### config.mk
export PLATFORM = sky130hd
export DESIGN_NAME = int2float_pipe
export DESIGN_NICKNAME = d
export VERILOG_FILES = /design/src/rtl/i2f_pkg.sv /design/src/rtl/i2f_norm.sv /design/src/rtl/int2float_pipe.sv
export SDC_FILE = /design/constraint.sdc
export NUM_CORES = 1
export LEC_CHECK = 0
export BUFFER_PORTS_ARGS = -buffer_cell sky130_fd_sc_hd__buf_2
export CORE_AREA = 2 2 76 78
export CTS_BUF_LIST = sky130_fd_sc_hd__clkbuf_16
export DETAILED_ROUTE_END_ITERATION = 7
export DIE_AREA = 0 0 78 80
export GPL_TIMING_DRIVEN = 0
export PLACE_DENSITY = 0.67
export SKIP_CTS_REPAIR_TIMING = 1
export SLEW_MARGIN = 25
export SYNTH_ARGS = -nofsm -noshare
export SYNTH_HDL_FRONTEND = slang
export SYNTH_HIERARCHICAL = 1
export SYNTH_SLANG_ARGS = --single-unit
export TNS_END_PERCENT = 100
### constraint.sdc
create_clock -name clk -period 7 [get_ports clk]
set_input_delay 1.4 -clock clk [delete_from_list [all_inputs] [get_ports clk]]
set_output_delay 1.4 -clock clk [all_outputs]
set_load 0.05 [all_outputs]
### src/rtl/i2f_pkg.sv
// rtl/i2f_pkg.sv - shared types and helpers for the integer-to-minifloat converter
package i2f_pkg;

  typedef enum logic {
    RND_TRUNC = 1'b0,
    RND_RNE   = 1'b1
  } rnd_mode_e;

  // Widest operand the leading-one helper can scan
  localparam int LOD_W = 64;

  // Largest value the exponent field can encode
  function automatic int max_exp(input int exp_w);
    return (1 << exp_w) - 1;
  endfunction

  // Bits needed for a bit index / shift amount inside an in_w-bit word
  function automatic int shift_w(input int in_w);
    return (in_w <= 2) ? 1 : $clog2(in_w);
  endfunction

  // Index of the most significant set bit; 0 when no bit is set
  function automatic int lod_idx(input logic [LOD_W-1:0] v);
    int idx;
    idx = 0;
    for (int i = 0; i < LOD_W; i++) begin
      if (v[i]) idx = i;
    end
    return idx;
  endfunction

endpackage

### src/rtl/i2f_norm.sv
// rtl/i2f_norm.sv - leading-one detect and left-shift normaliser
module i2f_norm
  import i2f_pkg::*;
#(
  parameter int IN_W = 11,
  parameter int SH_W = shift_w(IN_W)
)(
  input  logic [IN_W-1:0] mag,
  output logic [SH_W-1:0] lead,
  output logic [IN_W-2:0] frac,
  output logic            zero
);

  logic [SH_W-1:0] shamt;

  // Shift the leading one off the top so frac holds the bits just below it, MSB-aligned
  always_comb begin
    lead  = SH_W'(lod_idx(LOD_W'(mag)));
    shamt = SH_W'(IN_W - 1) - lead;
    frac  = (IN_W-1)'(mag << shamt);
    zero  = ~|mag;
  end

endmodule

### src/rtl/int2float_pipe.sv
// rtl/int2float_pipe.sv - three-stage integer to minifloat converter with valid/ready
module int2float_pipe
  import i2f_pkg::*;
#(
  parameter int IN_W   = 11,
  parameter int MANT_W = 4,
  parameter int EXP_W  = 3,
  parameter bit SIGNED = 1'b0
)(
  input  logic              clk,
  input  logic              rst_n,
  input  logic              in_valid,
  output logic              in_ready,
  input  logic [IN_W-1:0]   in_data,
  input  logic              in_rnd,
  output logic              out_valid,
  input  logic              out_ready,
  output logic              out_sign,
  output logic [EXP_W-1:0]  out_exp,
  output logic [MANT_W-1:0] out_mant,
  output logic              out_zero,
  output logic              out_inexact,
  output logic              out_ovf
);

  localparam int MAX_EXP = max_exp(EXP_W);
  localparam int SH_W    = shift_w(IN_W);
  localparam int F_W     = IN_W - 1;

  if (MAX_EXP < IN_W - MANT_W) begin : g_exp_too_narrow
    $error("int2float_pipe: EXP_W cannot cover the exponent range of IN_W/MANT_W");
  end
  if (IN_W < MANT_W + 2 || IN_W > LOD_W) begin : g_bad_in_w
    $error("int2float_pipe: IN_W out of supported range");
  end

  logic              adv;
  logic              neg;
  logic [IN_W-1:0]   abs_in;

  logic              s1_valid, s1_sign;
  logic [IN_W-1:0]   s1_mag;
  rnd_mode_e         s1_rnd;

  logic [SH_W-1:0]   n_lead;
  logic [F_W-1:0]    n_frac;
  logic              n_zero;

  logic              s2_valid, s2_sign, s2_zero, s2_sub;
  rnd_mode_e         s2_rnd;
  logic [SH_W-1:0]   s2_lead;
  logic [F_W-1:0]    s2_frac;
  logic [MANT_W-1:0] s2_low;

  logic [MANT_W-1:0] mant_t;
  logic [F_W-1:0]    low_bits;
  logic              guard, sticky, up;
  logic [MANT_W:0]   sum;
  int                e;
  logic [EXP_W-1:0]  r_exp;
  logic [MANT_W-1:0] r_mant;
  logic              r_inx, r_ovf;

  // One enable moves every stage; a held output freezes the whole pipe
  assign adv      = out_ready | ~out_valid;
  assign in_ready = adv;

  // Magnitude of the operand; the most negative value maps onto the top bit alone
  always_comb begin
    neg    = SIGNED && in_data[IN_W-1];
    abs_in = neg ? (~in_data + IN_W'(1)) : in_data;
  end

  // Stage 1: capture magnitude, sign and rounding mode of an accepted operand
  always_ff @(posedge clk or negedge rst_n) begin
    if (!rst_n) begin
      s1_valid <= 1'b0;
      s1_sign  <= 1'b0;
      s1_mag   <= '0;
      s1_rnd   <= RND_TRUNC;
    end else if (adv) begin
      s1_valid <= in_valid;
      if (in_valid) begin
        s1_sign <= neg;
        s1_mag  <= abs_in;
        s1_rnd  <= rnd_mode_e'(in_rnd);
      end
    end
  end

  i2f_norm #(
    .IN_W (IN_W),
    .SH_W (SH_W)
  ) u_norm (
    .mag  (s1_mag),
    .lead (n_lead),
    .frac (n_frac),
    .zero (n_zero)
  );

  // Stage 2: hold the normalised fraction plus what rounding needs for subnormals
  always_ff @(posedge clk or negedge rst_n) begin
    if (!rst_n) begin
      s2_valid <= 1'b0;
      s2_sign  <= 1'b0;
      s2_zero  <= 1'b0;
      s2_sub   <= 1'b0;
      s2_rnd   <= RND_TRUNC;
      s2_lead  <= '0;
      s2_frac  <= '0;
      s2_low   <= '0;
    end else if (adv) begin
      s2_valid <= s1_valid;
      if (s1_valid) begin
        s2_sign <= s1_sign;
        s2_zero <= n_zero;
        s2_sub  <= (n_lead < SH_W'(MANT_W));
        s2_rnd  <= s1_rnd;
        s2_lead <= n_lead;
        s2_frac <= n_frac;
        s2_low  <= s1_mag[MANT_W-1:0];
      end
    end
  end

  // Round, handle mantissa carry into the exponent, and saturate past the top exponent
  always_comb begin
    mant_t   = s2_frac[F_W-1 -: MANT_W];
    guard    = s2_frac[F_W-1-MANT_W];
    low_bits = s2_frac << (MANT_W + 1);
    sticky   = |low_bits;
    up       = (s2_rnd == RND_RNE) && guard && (sticky || mant_t[0]);
    sum      = {1'b0, mant_t} + {{MANT_W{1'b0}}, up};
    e        = int'(s2_lead) - MANT_W + 1 + int'(sum[MANT_W]);
    r_exp    = '0;
    r_mant   = s2_low;
    r_inx    = 1'b0;
    r_ovf    = 1'b0;
    if (!s2_sub) begin
      r_inx = guard | sticky;
      if (e > MAX_EXP) begin
        r_exp  = '1;
        r_mant = '1;
        r_ovf  = 1'b1;
        r_inx  = 1'b1;
      end else begin
        r_exp  = EXP_W'(e);
        r_mant = sum[MANT_W-1:0];
      end
    end
  end

  // Stage 3: register the packed result; fields hold while the consumer stalls
  always_ff @(posedge clk or negedge rst_n) begin
    if (!rst_n) begin
      out_valid   <= 1'b0;
      out_sign    <= 1'b0;
      out_exp     <= '0;
      out_mant    <= '0;
      out_zero    <= 1'b0;
      out_inexact <= 1'b0;
      out_ovf     <= 1'b0;
    end else if (adv) begin
      out_valid <= s2_valid;
      if (s2_valid) begin
        out_sign    <= s2_sign;
        out_exp     <= r_exp;
        out_mant    <= r_mant;
        out_zero    <= s2_zero;
        out_inexact <= r_inx;
        out_ovf     <= r_ovf;
      end
    end
  end

endmodule

[Yosys cells after proc, flatten, opt, wreduce, memory -nomap -nowiden]
Cells that the tools add are included.
Storage, ports and cells
  register bits after elaboration: 46
  input port bits: 16
  output and inout port bits: 13
  word-level logic and storage cells: 54
Operators by class
  $add $sub $neg: 5
  order comparisons: 2
  shift operators: 1
  multiplexer cells: 18
  bitwise logic cells: 3
  reduce and logical (&&, ||, !) cells: 9
Operators with widths (number)
  $mux W4: 5
  $mux W3: 6
  $reduce_or A11 Y1: 1
  $shl A11 B4 Y10: 1
  $add A6 B2 Y7: 1
  $gt A7 B4 Y1 const B: 1
  $add A5 B2 Y6 const B: 1
  $reduce_and A2 Y1: 3
  $add A4 B1 Y5: 1
  $mux W1: 5
  $reduce_or A5 Y1: 1
  $sub A4 B3 Y5 const B: 1
  $lt A4 B3 Y1 const B: 1
  $mux W2: 2
  $sub A4 B4 Y4 const A: 1
  $logic_and A1 B1 Y1: 2
  $or A1 B1 Y1: 2
  $logic_not A1 Y1: 1
  $logic_or A1 B1 Y1: 1
  $not A1 Y1: 1

[Longest topological paths before layout]
Gate-level depths: netlist of run 1.
  depth in word-level cells: 12
  gate-level depth with buffers: 13
  mapped depth without buffers: 12

[Hierarchy]
Netlist of run 1, hierarchy kept.
By module, submodules not included
  int2float_pipe: instances 1, cells each 157, area an instance 2025.7 um^2, sequential area each 1151.1 um^2
  i2f_norm: instances 1, cells each 90, area an instance 609.3 um^2, sequential area each 0.0 um^2

[Least setup slack after synthesis of run 1]
No wires, ideal clock.
  kind: input port to output port
  from: in out_ready
  to: out in_ready
  arrival: 1.708 ns
  data required time: 5.600 ns
  path slack: 3.892 ns
  stages: 2
  cells stage by stage: nor2b_4 > inv_2
On the way
  cells in the longest elaborated chain, start to end: 1
Ends and longest elaborated chain
  from (decl): RTL line int2float_pipe.sv:17  | input logic out_ready,
  $or A1 B1 Y1: RTL line int2float_pipe.sv:65  | assign adv = out_ready | ~out_valid;
  to (decl): RTL line int2float_pipe.sv:13  | output logic in_ready,
Every way passes these cells.

[Final worst setup path of run 1]
Ends and elaborated chain as after synthesis.

==> results of run 1 <==
## cells by family after synthesis
logic type / count (synthesis) / synth area share, %
AO/OA/AOI/OAI: 54 / 14.9
XOR/XNOR: 3 / 0.997
adder cells (fa/ha/maj): 6 / 2.85
buffers and inverters: 25 / 5.03
flip-flops: 46 / 43.7
multiplexers: 41 / 18.0
other: 1 / 0.142
AND/OR/NAND/NOR: 71 / 14.3
## worst min path at each step
| stage | startpoint | end | slack (ns) | depth (start not counted) |
|---|---|---|---|---|
| 2_1_floorplan | s1_valid | s1_valid | 0.47 | 2 |
| 4_1_cts | out_ovf | out_ovf | 0.48 | 2 |
| 3_3_place_gp | out_ovf | out_ovf | 0.46 | 2 |
| 5_1_grt | out_ovf | out_ovf | 0.52 | 2 |
| 3_5_place_dp | out_ovf | out_ovf | 0.47 | 2 |
| 6_report | out_ovf | out_ovf | 0.47 | 2 |
## registers in the layout (all words and copies together), names as in the netlist
signal and count:
out_ovf 1, s2_lead 4, s2_zero 1, s2_frac 10
s2_sub 1, s2_low 4, out_mant 4, out_valid 1
out_zero 1, s2_valid 1, out_inexact 1, out_exp 3
s1_rnd 1, s1_mag 11, s1_valid 1, s2_rnd 1
## cells in the final DEF, fill, tap and decap left out, types with 6 or more instances in the layout
cell type / count
mux2_2: 34
inv_1: 13
ha_1: 6
nor2_1: 18
a21oi_1: 10
buf_2: 29
nor2b_1: 6
buf_4: 6
nand2_1: 20
dfrtp_1: 46
o21ai_0: 8
## report_power, final
| group | total, W | switching (W) | internal (W) |
|---|---|---|---|
| sequential | 0.000455 | 0.0000829 | 0.000372 |
| combinational | 0.000736 | 0.000425 | 0.000311 |
| clock | 0.000228 | 0.0000968 | 0.000131 |
| total | 0.00142 | 0.000604 | 0.000814 |
## layout make-up
| cell class | instances | area (um2) | area share, % |
|---|---|---|---|
| Clock buffer | 5 | 125 | 4.16 |
| Buffer | 11 | 80.1 | 2.66 |
| Multi-Input combinational cell | 176 | 1350 | 45.0 |
| Sequential cell | 46 | 1150 | 38.3 |
| Inverter | 14 | 52.6 | 1.75 |
| Clock inverter | 3 | 17.5 | 0.583 |
| Timing Repair Buffer | 27 | 138 | 4.58 |
| Tap cell | 72 | 90.1 | 3.00 |
## worst min-delay path: cells and delay by family, from the launching register on
kind             cells  cell delay [ns]
flip-flops           1             0.34
AND/OR/NAND/NOR      1             0.04
AO/OA/AOI/OAI        1             0.06
## per-layer routing
layer / vias to the layer above / wire (um) / GRT usage, %
met5: - / 0 / 0
met2: 35 / 2430 / 29.7
met4: 0 / 55 / 4.91
met3: 6 / 158 / 3.85
li1: 957 / - / -
met1: 899 / 2370 / 23.8
## per-stage QoR
stage / hold slack, ns / worst slack, ns / cells / total power, W / util [%]
global placement: 0.460 / 3.58 / 346 / 0.00118 / 52.9
global route: 0.521 / 3.54 / 354 / 0.00153 / 55.6
finish: 0.471 / 3.58 / 354 / 0.00142 / 55.6
floorplan: 0.466 / 3.89 / 247 / 0.00103 / -
CTS: 0.481 / 3.57 / 354 / 0.00143 / 55.6
detailed placement: 0.465 / 3.58 / 346 / 0.00120 / 52.9
==> metrics.txt, run 1 <==
Wirelength per Cell between 10 and 15 um; Syn Std Cell Area 2640 um2; Mean Syn Cell Area 10.7 um2; die span in y 80 um; final WL roughly 5000 um; worst reg-to-reg path cell count 10; total track usage between 10% and 20%; unique cell type count in the Yosys netlist 58; die footprint roughly 6200 um2; CP endpoint in_ready; final instance area 3010 um2; max-cap violations 0; kind of critical path input port to output pin; CTS root buf clkbuf_16; area grow syn2layout 14.1%; core area 5410 um2; Nets 303; FMAX 292 MHz; Layout fillers 479; post-synthesis sequential area ratio 43.7%; I/O Pins 29; most frequent cells after synthesis 46 x dfrtp_1, 34 x mux2_2, 20 x nand2_1; DP HPWL 3800 um; critical path's largest stage delay 0.22 ns; Detail Route Antenna Nets 0; initial antenna violation count 0; GP Congestion 0.915; leakage power figure roughly 1.4 nW; Total Neg Setup Slack 0 ns; Clock Path Buffers 2; max-slew violations 0; Fin Clk Skew 0.00506 ns; largest net degree at the start of global routing 47; worst-path cell chain buf_2, nor2b_4, inv_2, buf_2; CTS HTree Levels 2; crit-path max FO 7; # port buffers 27; worst vdd ir 0.000187 V; Slew @ Worst Pin 0.558 ns; Rows 27; R2R Path Start s1_mag[2]; Num CTS Buffers 5; gr ovfl total 0; Worst setup SP type input port; first-pass GRT wire length 8730 um; CP Buf/Inv Count 3; n_diodes 0; CTS tree built; Worst path depth 4; Power Density 472 nW/um2; final hold vios 0; ys flop type dfrtp_1; Residual DRC 0; EDFF count, synth 0; clock insertion delay at the later pin of the skew report around 0.28 ns; Max transition margin between 60 and 70%; number of global-route vias before repair 1809; die width 78 um; vias per cell 5.36; TritonRoute pass-1 iters 4; clk slew on worst S/H paths 0.06 ns; Setup crit start out_ready; Hold Path Class flip-flop to flip-flop; type of destination of the critical path output pin; Yosys top cell area share 43.7%; Setup violations, final 0; Yosys Warn Count 6; delay-heaviest family, CP buffers and inverters; RSZ-0062 raised after global routing false; Area contributors post-synth dfrtp_1 44%, mux2_2 15%, ha_1 2.8%, nand2_1 2.8%, nor2_1 2.6%; outcome complete, no violations; data arrival time of the worst path about 2.0 ns; vias after detailed routing approximately 1.9k; WP data required 5.60 ns; period utilization 48.9%; initial core utilization 48.7%; r2r setup slk 3.86 ns; post-synth top area cell dfrtp_1; Initial DRC Count 115; Async S/R FF share, synth 100%; Post-DP Area 2860 um2; slowest CP cell buf_2; post-synthesis register bit count 46; CTS Sinks 46; cells after synthesis between 200 and 250; top-count cell post-synth dfrtp_1; Reg-to-Reg End s2_frac[8]; fin crit period 3.42 ns; Synthesized Nets 269; layout cells sized above 1 33.0%; Most common cell on crit path buf_2
Power figures use the tool's default switching activity.
==> run 2: changes to the inputs <==
- ABC_AREA: default -> 1
- CORE_AREA: 2 2 76 78 -> 2 2 77 79
- DIE_AREA: 0 0 78 80 -> 0 0 79 81
- clock period: 7 -> 3.3 ns (I/O delays scaled with it)
==> metrics.txt, run 2 <==
Setup violations, final 0 (unchanged); gr ovfl total 0 (unchanged); ys flop type dfrtp_1 (unchanged); I/O Pins 29 (unchanged); Area contributors post-synth dfrtp_1 43%, nand2_1 15%, nand3_1 6.7%, inv_1 4.2%, nor2_1 3.1% (was dfrtp_1 44%, mux2_2 15%, ha_1 2.8%, nand2_1 2.8%, nor2_1 2.6%); P_sw 0.00145 W (was 0.000604 W); Worst setup SP type flip-flop (was input port); top-count cell post-synth nand2_1 (was dfrtp_1); Total Neg Setup Slack 0 ns (unchanged); routed length on met2 2530 um (was 2430 um); die span in y 81 um (was 80 um); Post-Layout Cell Count 449 (was 354); Rows 28 (was 27); TritonRoute pass-1 iters 4 (unchanged); Top reg by flops s1_mag (unchanged); sequential share of power 30.4% (was 32.1%); worst vdd ir 0.000529 V (was 0.000187 V); CTS HTree Levels 2 (unchanged); fin crit period 2.36 ns; layout cells sized above 1 23.8% (was 33.0%); Hold Path Class input port to asynchronous set/reset pin (was flip-flop to flip-flop); Initial DRC Count 82 (was 115); FMAX 424 MHz; first-pass GRT wire length 9490 um (was 8730 um); DP HPWL 4100 um (was 3800 um); area grow syn2layout 13.8% (was 14.1%); largest net degree at the start of global routing 47 (unchanged); post-synthesis register bit count 46 (unchanged); final WL 5350 um (was 5020 um); n_diodes 0 (unchanged); cells after synthesis 339 (was 247); initial core utilization 47.6% (was 48.7%); switch share 47.2% (was 42.6%); Fin Clk Skew 0.00368 ns (was 0.00506 ns); Comb pwr share 53.9% (was 51.9%); Residual DRC 0 (unchanged); commonest cells after routing, fill and taps aside 107 x nand2_1, 46 x dfrtp_1, 36 x nand3_1, 31 x inv_1, 30 x buf_2 (was 46 x dfrtp_1, 34 x mux2_2, 29 x buf_2, 20 x nand2_1, 18 x nor2_1); kind of critical path flip-flop to flip-flop (was input port to output pin); clk slew on worst S/H paths 0.06 ns (about the same); die width 79 um (was 78 um); CTS Sinks 46 (unchanged); post-synth top area cell dfrtp_1 (unchanged); leakage power figure 1.61 nW (was 1.35 nW); met3 WL 192 um (was 158 um); Max transition margin 62.5% (about the same); number of global-route vias before repair 2081 (was 1809); final hold vios 0 (unchanged); most frequent cells after synthesis 107 x nand2_1, 46 x dfrtp_1, 36 x nand3_1 (was 46 x dfrtp_1, 34 x mux2_2, 20 x nand2_1); Slew @ Worst Pin 0.563 ns (was 0.558 ns); Num CTS Buffers 5 (unchanged); GP Congestion 0.863 (was 0.915); unique cell type count in the Yosys netlist 39 (was 58); Yosys Warn Count 6 (unchanged); vias per cell 4.90 (was 5.36); Clock Path Buffers 2 (unchanged); data arrival time of the worst path 2.52 ns (was 2.02 ns); crit-path max FO 11 (was 7); Regs by FF count s1_mag (11), s2_frac (10) (unchanged); Synthesized Nets 361 (was 269); max-cap violations 0 (unchanged); Syn Std Cell Area 2700 um2 (was 2640 um2); Yosys top cell area share 42.6% (was 43.7%); clock insertion delay at the later pin of the skew report 0.28 ns (about the same); CTS root buf clkbuf_16 (unchanged); clock network fraction of total power 15.7% (was 16.1%); Async S/R FF share, synth 100% (unchanged); top layer in use met4 (unchanged); Inst Count DP 441 (was 346); P_int 0.00163 W (was 0.000814 W); post-synthesis sequential area ratio 42.6% (was 43.7%); RSZ-0062 raised after global routing false (unchanged); type of destination of the critical path flip-flop (was output pin); # port buffers 27 (unchanged); vias after detailed routing 2202 (was 1897); Power Density 1000 nW/um2 (was 472 nW/um2); Nets 395 (was 303); Detail Route Antenna Nets 0 (unchanged); period utilization 71.5%; Wirelength per Cell 11.9 um (was 14.2 um); Mean Syn Cell Area 7.97 um2 (was 10.7 um2); core area 5680 um2 (was 5410 um2); CTS tree built (unchanged); EDFF count, synth 0 (unchanged); total track usage 18.9% (was 17.9%); WP data required 3.46 ns (was 5.60 ns); initial antenna violation count 0 (unchanged); outcome complete, no violations (unchanged); max-slew violations 0 (unchanged); Largest register FFs 11 (unchanged); M1 WL 2510 um (was 2370 um); die footprint 6400 um2 (was 6240 um2); most common cell after layout, fill and taps aside nand2_1 (was dfrtp_1)
[run 2: changes by cell type in the layout (fill, tap and decap cells not counted), sizes merged, moves of 9 or more]
cell   previous run  this run
nand3             4        40
o21ai            11        20
mux2             36         8
nor2             18        29
nand2            21       115
inv              15        40
[run 2: worst paths after layout]
kind / startpoint / to / slack (ns) / depth (start not counted)
max: s1_mag[3] / s2_frac[9] / 0.94 / 16
min: rst_n / out_exp[2] / 0.37 / 1
max reg2reg: s1_mag[3] / s2_frac[9] / 0.94 / 16
min reg2reg: s2_valid / out_valid / 0.47 / 2
max in group asynchronous: rst_n / s1_mag[4] / 2.55 / 1
min in group clk: s2_valid / out_valid / 0.47 / 2
[run 2: worst max-delay path: stages (launching register included)]
cell and delay [ns]:
dfrtp_1 0.44, inv_2 0.11, nand2_1 0.06, nand2_1 0.05, nand2_1 0.04, nand2_1 0.05
nand2_1 0.06, nand2_2 0.11, nand2_4 0.08, buf_6 0.15, ha_1 0.37, buf_2 0.24
nand3_1 0.13, nand3_1 0.09, nand3_1 0.10, nand2_1 0.07, o21ai_0 0.08
[run 2: kinds of logic (layout without fill, tap and decap cells)]
kind of cell	Yosys count	after routing	synth area share (%)
DFF	46	46	42.6
other	1	1	0.139
and+or+nand+nor	192	192	33.1
xor gates and xnor gates	3	3	1.67
muxes	8	8	3.47
adders and majority gates	6	6	2.78
AOI/OAI and AO/OA	33	33	7.41
buffers and inverters	50	85	8.89
[run 2: layout make-up]
| class | count | area [um2] |
|---|---|---|
| tap | 75 | 93.8 |
| clock buffer | 5 | 125 |
| inverter | 40 | 153 |
| timing repair buffer | 27 | 138 |
| clock inverter | 3 | 17.5 |
| buffer | 10 | 87.6 |
| sequential | 46 | 1150 |
| fill | 565 | 2600 |
| multi-input combinational | 243 | 1310 |
[run 2: routing by layer]
| layer | vias up | global-route usage (%) |
|---|---|---|
| li1 | 1146 | - |
| met1 | 988 | 23.6 |
| met2 | 56 | 32.5 |
| met3 | 12 | 3.78 |
| met4 | 0 | 7.41 |
| met5 | - | 0 |
[run 2: power by group through the flow]
stage / Combinational (W) / Clock [W] / Sequential [W]
2_1_floorplan: 0.00113 / 0 / 0.00112
3_3_place_gp: 0.00164 / 0 / 0.000935
3_5_place_dp: 0.00166 / 0 / 0.000944
4_1_cts: 0.00167 / 0.000497 / 0.000937
5_1_grt: 0.00188 / 0.000519 / 0.000967
6_report: 0.00166 / 0.000485 / 0.000937
[run 2: per-stage QoR]
step	setup WS [ns]	hold slack (ns)	power, W	util (%)	cell area (um2)
6_report	0.939	0.366	0.00308	54.2	3080
5_1_grt	0.673	0.422	0.00337	54.2	3080
4_1_cts	0.953	0.471	0.00311	54.2	3070
3_5_place_dp	0.970	0.455	0.00261	51.7	2930
3_3_place_gp	1.02	0.446	0.00258	51.7	2930
2_1_floorplan	1.30	0.364	0.00225	-	2700
